**config.mk**
```make
export PLATFORM = sky130hd
export DESIGN_NAME = bram_port_arbiter
export DESIGN_NICKNAME = d
export VERILOG_FILES = /design/src/rtl/bram_port_arbiter.sv
export SDC_FILE = /design/constraint.sdc
export NUM_CORES = 1
export LEC_CHECK = 0
export CORE_UTILIZATION = 34
export CTS_BUF_LIST = sky130_fd_sc_hd__clkbuf_8
export CTS_CLUSTER_DIAMETER = 120
export DETAILED_ROUTE_END_ITERATION = 8
export PLACE_DENSITY = 0.84
export SYNTH_ARGS = -nofsm -noshare
export SYNTH_HDL_FRONTEND = slang
export SYNTH_SLANG_ARGS = --single-unit
```
**constraint.sdc**
```tcl
create_clock -name clk -period 4.35 [get_ports clk]
set_clock_uncertainty 0.2 [all_clocks]
set_input_delay 1.0875 -clock clk [delete_from_list [all_inputs] [get_ports clk]]
set_output_delay 1.0875 -clock clk [all_outputs]
set_load 0.02 [all_outputs]
```
**src/rtl/bram_port_arbiter.sv**
```systemverilog
// Per-cycle arbiter sharing BRAM port A between the CPU data bus and the debug loader.
// CPU has default priority; a starvation counter and a debug burst lock bound debug latency.
module bram_port_arbiter #(
    parameter int ADDR_WIDTH = 16,
    parameter int DATA_WIDTH = 32,
    parameter int MAX_WAIT   = 8
) (
    input  logic                    clk,
    input  logic                    rst,
    input  logic                    cpu_req,
    input  logic [ADDR_WIDTH-1:0]   cpu_addr,
    input  logic [DATA_WIDTH/8-1:0] cpu_we,
    input  logic [DATA_WIDTH-1:0]   cpu_wdata,
    output logic                    cpu_gnt,
    output logic                    cpu_stall,
    output logic                    cpu_rvalid,
    output logic [DATA_WIDTH-1:0]   cpu_rdata,
    input  logic                    dbg_req,
    input  logic                    dbg_lock,
    input  logic [ADDR_WIDTH-1:0]   dbg_addr,
    input  logic [DATA_WIDTH/8-1:0] dbg_we,
    input  logic [DATA_WIDTH-1:0]   dbg_wdata,
    output logic                    dbg_gnt,
    output logic                    dbg_rvalid,
    output logic [DATA_WIDTH-1:0]   dbg_rdata,
    output logic [ADDR_WIDTH-1:0]   mem_addr,
    output logic [DATA_WIDTH/8-1:0] mem_we,
    output logic [DATA_WIDTH-1:0]   mem_wdata,
    input  logic [DATA_WIDTH-1:0]   mem_rdata
);
    localparam logic [7:0]            MAX_W      = 8'(MAX_WAIT);
    localparam logic [ADDR_WIDTH-1:0] ALIGN_MASK = ~ADDR_WIDTH'(3);

    typedef enum logic {ARB, LOCK} state_t;
    typedef enum logic [1:0] {OWN_NONE, OWN_CPU, OWN_DBG} owner_t;

    state_t                  state_q, state_d;
    owner_t                  rd_owner_q, rd_owner_d;
    logic [7:0]              wait_cnt_q, wait_cnt_d;
    logic [ADDR_WIDTH-1:0]   addr_q, addr_d;
    logic [DATA_WIDTH-1:0]   cpu_rdata_q, cpu_rdata_d;
    logic [DATA_WIDTH-1:0]   dbg_rdata_q, dbg_rdata_d;
    logic                    cpu_req_m, dbg_req_m, locked;

    always_comb begin
        // Requests are masked during reset so grants and the memory mux sit at their idle values.
        cpu_req_m = cpu_req & ~rst;
        dbg_req_m = dbg_req & ~rst;
        // A dropped lock is arbitrated as shared in the same cycle.
        locked    = (state_q == LOCK) && dbg_lock;

        cpu_gnt = 1'b0;
        dbg_gnt = 1'b0;
        if (locked) begin
            dbg_gnt = dbg_req_m;
        end else if (cpu_req_m && dbg_req_m) begin
            if (wait_cnt_q == MAX_W) dbg_gnt = 1'b1;
            else                     cpu_gnt = 1'b1;
        end else begin
            cpu_gnt = cpu_req_m;
            dbg_gnt = dbg_req_m;
        end
        cpu_stall = cpu_req & ~cpu_gnt;

        mem_addr  = addr_q;
        mem_we    = '0;
        mem_wdata = '0;
        if (cpu_gnt) begin
            mem_addr  = cpu_addr & ALIGN_MASK;
            mem_we    = cpu_we;
            mem_wdata = cpu_wdata;
        end else if (dbg_gnt) begin
            mem_addr  = dbg_addr & ALIGN_MASK;
            mem_we    = dbg_we;
            mem_wdata = dbg_wdata;
        end
        addr_d = mem_addr;

        state_d    = state_q;
        wait_cnt_d = wait_cnt_q;
        if (!locked) begin
            state_d = (dbg_gnt && dbg_lock) ? LOCK : ARB;
            if (!dbg_req_m || dbg_gnt)  wait_cnt_d = '0;
            else if (wait_cnt_q != MAX_W) wait_cnt_d = wait_cnt_q + 8'd1;
        end

        rd_owner_d = OWN_NONE;
        if (cpu_gnt && cpu_we == '0)      rd_owner_d = OWN_CPU;
        else if (dbg_gnt && dbg_we == '0) rd_owner_d = OWN_DBG;

        cpu_rvalid  = (rd_owner_q == OWN_CPU);
        dbg_rvalid  = (rd_owner_q == OWN_DBG);
        cpu_rdata_d = cpu_rvalid ? mem_rdata : cpu_rdata_q;
        dbg_rdata_d = dbg_rvalid ? mem_rdata : dbg_rdata_q;
        // The BRAM output is live only in the return cycle; afterwards the captured copy holds.
        cpu_rdata   = cpu_rdata_d;
        dbg_rdata   = dbg_rdata_d;
    end

    always_ff @(posedge clk or posedge rst) begin
        if (rst) begin
            state_q     <= ARB;
            rd_owner_q  <= OWN_NONE;
            wait_cnt_q  <= '0;
            addr_q      <= '0;
            cpu_rdata_q <= '0;
            dbg_rdata_q <= '0;
        end else begin
            state_q     <= state_d;
            rd_owner_q  <= rd_owner_d;
            wait_cnt_q  <= wait_cnt_d;
            addr_q      <= addr_d;
            cpu_rdata_q <= cpu_rdata_d;
            dbg_rdata_q <= dbg_rdata_d;
        end
    end
endmodule

```
==> results of run 1 <==
-- Yosys cell counts (4+ instances only) --
library cell,n
sky130_fd_sc_hd__buf_2,4
sky130_fd_sc_hd__nor2_1,7
sky130_fd_sc_hd__buf_4,5
sky130_fd_sc_hd__mux2i_1,14
sky130_fd_sc_hd__dfrtp_1,91
sky130_fd_sc_hd__nand2_1,93
sky130_fd_sc_hd__o21ai_1,44
sky130_fd_sc_hd__inv_1,4
sky130_fd_sc_hd__o21ai_0,8
sky130_fd_sc_hd__clkbuf_1,16
sky130_fd_sc_hd__mux2_2,64
-- metrics by stage --
stage / power, mW / utilization [%]
floorplan: 1.47 / -
global placement: 1.98 / 59.5
detailed placement: 2.01 / 59.5
CTS: 2.56 / 60.7
global route: 2.66 / 60.8
finish: 2.53 / 60.8
-- power by group through the flow --
| stage | registers [mW] | logic [mW] | clock network (mW) |
|---|---|---|---|
| finish | 1.01 | 0.944 | 0.577 |
| CTS | 1.01 | 0.955 | 0.594 |
| global route | 1.03 | 1.00 | 0.634 |
| global placement | 1.02 | 0.961 | 0 |
| floorplan | 1.02 | 0.454 | 0 |
| detailed placement | 1.03 | 0.980 | 0 |
-- path summary, 6_finish.rpt --
path | to | slack (ns) | depth (start not counted)
setup / recovery | mem_wdata[9] | 0.08 | 7
hold / removal | cpu_rdata_q[0] | 0.30 | 1
setup reg to reg | addr_q[11] | 2.17 | 9
hold reg to reg | cpu_rdata_q[0] | 0.30 | 1
max in group asynchronous | cpu_rdata_q[8] | 1.78 | 5
min in group asynchronous | state_q | 1.11 | 4
-- layout make-up --
| type | instances | area share (%) |
|---|---|---|
| clock buffers | 9 | 1.70 |
| inverters | 4 | 0.257 |
| clock inverters | 7 | 1.05 |
| repair buffers | 289 | 38.9 |
| well taps | 147 | 2.52 |
| multi-input cells | 264 | 24.4 |
| flip-flops and latches | 91 | 31.2 |
-- registers in the layout, indices dropped and copies added, names as in the netlist --
| register | flops |
|---|---|
| addr_q | 16 |
| rd_owner_q | 2 |
| state_q | 1 |
| dbg_rdata_q | 32 |
| cpu_rdata_q | 32 |
| wait_cnt_q | 8 |
-- cell families (layout without fill, tap and decap cells) --
| family | Yosys count | count (layout) | synth area share, % |
|---|---|---|---|
| AND/OR/NAND/NOR | 122 | 122 | 12.4 |
| AO/OA/AOI/OAI | 56 | 56 | 7.33 |
| buffers and inverters | 30 | 309 | 3.44 |
| XOR/XNOR | 6 | 6 | 1.26 |
| multiplexers | 78 | 78 | 20.6 |
| adder cells (fa/ha/maj) | 2 | 2 | 0.598 |
| flip-flops | 91 | 91 | 54.4 |
-- metal layers --
layer	vias to the layer above	part of all wire, %	GRT usage (%)
li1	1853	-	-
met1	1877	39	21.1
met2	147	53	36.0
met3	13	7.2	5.68
met4	0	1.3	5.53
met5	-	0	0
-- what timing repair did --
action / CTS / global route
cloned: 0 / 0
setup endpoints to repair: 47 / 5
pin swaps: 0 / 0
gates resized for setup: 47 / 5
==> impl_metrics.yaml, run 1 <==
outcome:
  status: "complete, no violations"
critical_path:
  source_of_the_critical_timing_path: "dbg_lock"
  critical-path-max-stage-delay_ns: 0.63
  rr_startpoint: "wait_cnt_q[0]"
  timing.critical_path.buf_inv: 3
  cp-start-kind: "input port"
  largest_delay_contributor_family_on_the_critical_path: "buffers and inverters"
  data_arrival_critical_path_ns: 2.99
  cp.required_ns: 3.06
  cp_common_cell: "sky130_fd_sc_hd__clkdlybuf4s50_1"
  timing_worst_setup_path_type: "in2out"
  setup.worst_path.end_class: "output pin"
  critical_path_peak_fanout: 23
  crit_path_top_delay_cell: "sky130_fd_sc_hd__clkdlybuf4s50_1"
  crit_chain: "clkdlybuf4s50_1 > and2_1 > a311oi_4 > buf_12 > nand2_1 > o21ai_1 > clkdlybuf4s50_1"
place:
  numPlacedInstances: 795
  dp_hpwl_um: 9530
  port_buffers: 257
  post-place-ws_ns: -0.146
  globalplace.congestion: 0.775
  dpl-instance-area_um2: 7150
route:
  routed-via-count: 3890
  routed_wl_um: 12100
  post_drt_via_cell_ratio: 4.80
  drt-wirelength-per-cell_um: 14.9
  detail-route-antenna-nets: 0
  drt_first_pass_iters: 4
  detail_route.drc_violations: 0
  first_iteration_detailed_routing_drc_count: 137
floorplanning:
  design.core.area_um2: 12000
  die_width_um: 113
  die-height_um: 113
  dieArea_um2: 12800
  rows: 40
  pin_count: 262
  starting_utilization_of_the_core_area_pct: 34.8
sta:
  number_of_setup_violations_in_the_final_report: 0
  finalWorstSetupSlack_ns: 0.0757
  maxClockFrequency_mhz: 234
  tightestPinTransition_ns: 0.696
  slew_headroom_pct: 53.6
  fin_hold_ws_ns: 0.300
  unrepaired_setup_endpoints_after_global_routing: "no"
  report.final.slew_viol_count: 0
  period_share_pct: 98.3
  final-hold-violation-count: 0
  final_period_minus_worst_setup_slack_ns: 4.27
  totalNegativeSetupSlack_ns: 0
layout:
  num-fill-cells: 996
  seqCellArea_um2: 2280
  layout-area-overhead-vs-synth_pct: 74.5
  finalNetCount: 802
  mostFrequentLayoutCells: "sky130_fd_sc_hd__clkdlybuf4s50_1 (205), sky130_fd_sc_hd__nand2_1 (93), sky130_fd_sc_hd__dfrtp_1 (91)"
  layout.cell_area.non_filler_um2: 7300
  finalNonFillerCells: 811
  final_common_cell: "sky130_fd_sc_hd__clkdlybuf4s50_1"
  fraction_of_final_layout_cells_with_drive_strength_greater_than_1_pct: 17.6
  combined_area_of_the_multi_input_logic_cells_um2: 1780
  ant_diodes: 0
logic_synthesis:
  synth-main-ff-cell: "sky130_fd_sc_hd__dfrtp_1"
  synthesized_net_count: 528
  gate_count_post_synth: 385
  synth_top_cells_by_area: "sky130_fd_sc_hd__dfrtp_1 (54%), sky130_fd_sc_hd__mux2_2 (17%), sky130_fd_sc_hd__nand2_1 (8.3%)"
  synth_seq_area_share_pct: 54.4
  synth_enable_flop_cells: 0
  synth_cell_types: 30
  netlist_area_um2: 4180
  syn-mean-instance-area_um2: 10.9
  synth_largest_type_area_fraction_pct: 54.4
  ys_ff_latch: 91
  async_reset_ff_share_pct: 100
  synth_area_leader_cell: "sky130_fd_sc_hd__dfrtp_1"
  yosysWarnings: 0
clock_tree:
  cts.path.max_buffers: 2
  clock_sink_count: 91
  cts_hold_buffers: 0
  tritoncts: "yes"
  path_clk_slew_ns: 0.08
  maximum_level_of_the_cts_h_tree: 3
  clkLatencyLatePin_ns: 0.35
  postCtsSetupBuffers: 0
  clock_tree.root_cell: "sky130_fd_sc_hd__clkbuf_8"
  number_of_buffers_inserted_during_clock_tree_synthesis: 9
pwr:
  switching_share_pct: 31.0
  seq_power_share_pct: 40.0
  pwr_density_cell_nw_per_um2: 347
  leakage_nw: 3.25
  switching_power_mw: 0.786
  p_comb_share_pct: 37.3
  ir_drop_mv: 0.148
  power_frac_clock_pct: 22.8
  power_report.internal_total_mw: 1.75
global_route:
  grt_overflow: 0
  grt_pass1_vias: 4073
  antenna_violations_before_repair: 0
  grtUsageTotal_pct: 19.2
  global_route_wire_length_before_repair_um: 19400
  largest_net_degree_at_the_start_of_global_routing: 58
hold_path:
  min_path_type: "reg2reg"
  hp-start: "cpu_rdata_q[0]"
flow_run:
  maxCapViolations: 0
Note: power is estimated with default switching activity, not from simulation.
==> run 2, diff against run 1 <==
- ABC_CLOCK_PERIOD_IN_PS: default -> 4350
==> results of run 2 <==
Same layout as run 1: the final DEF is identical, and so are final timing and power.
==> run 3, diff against run 2 <==
- CTS_CLUSTER_DIAMETER: 120 -> 40
==> results of run 3 <==
Same layout as run 1: the final DEF is identical, and so are final timing and power.
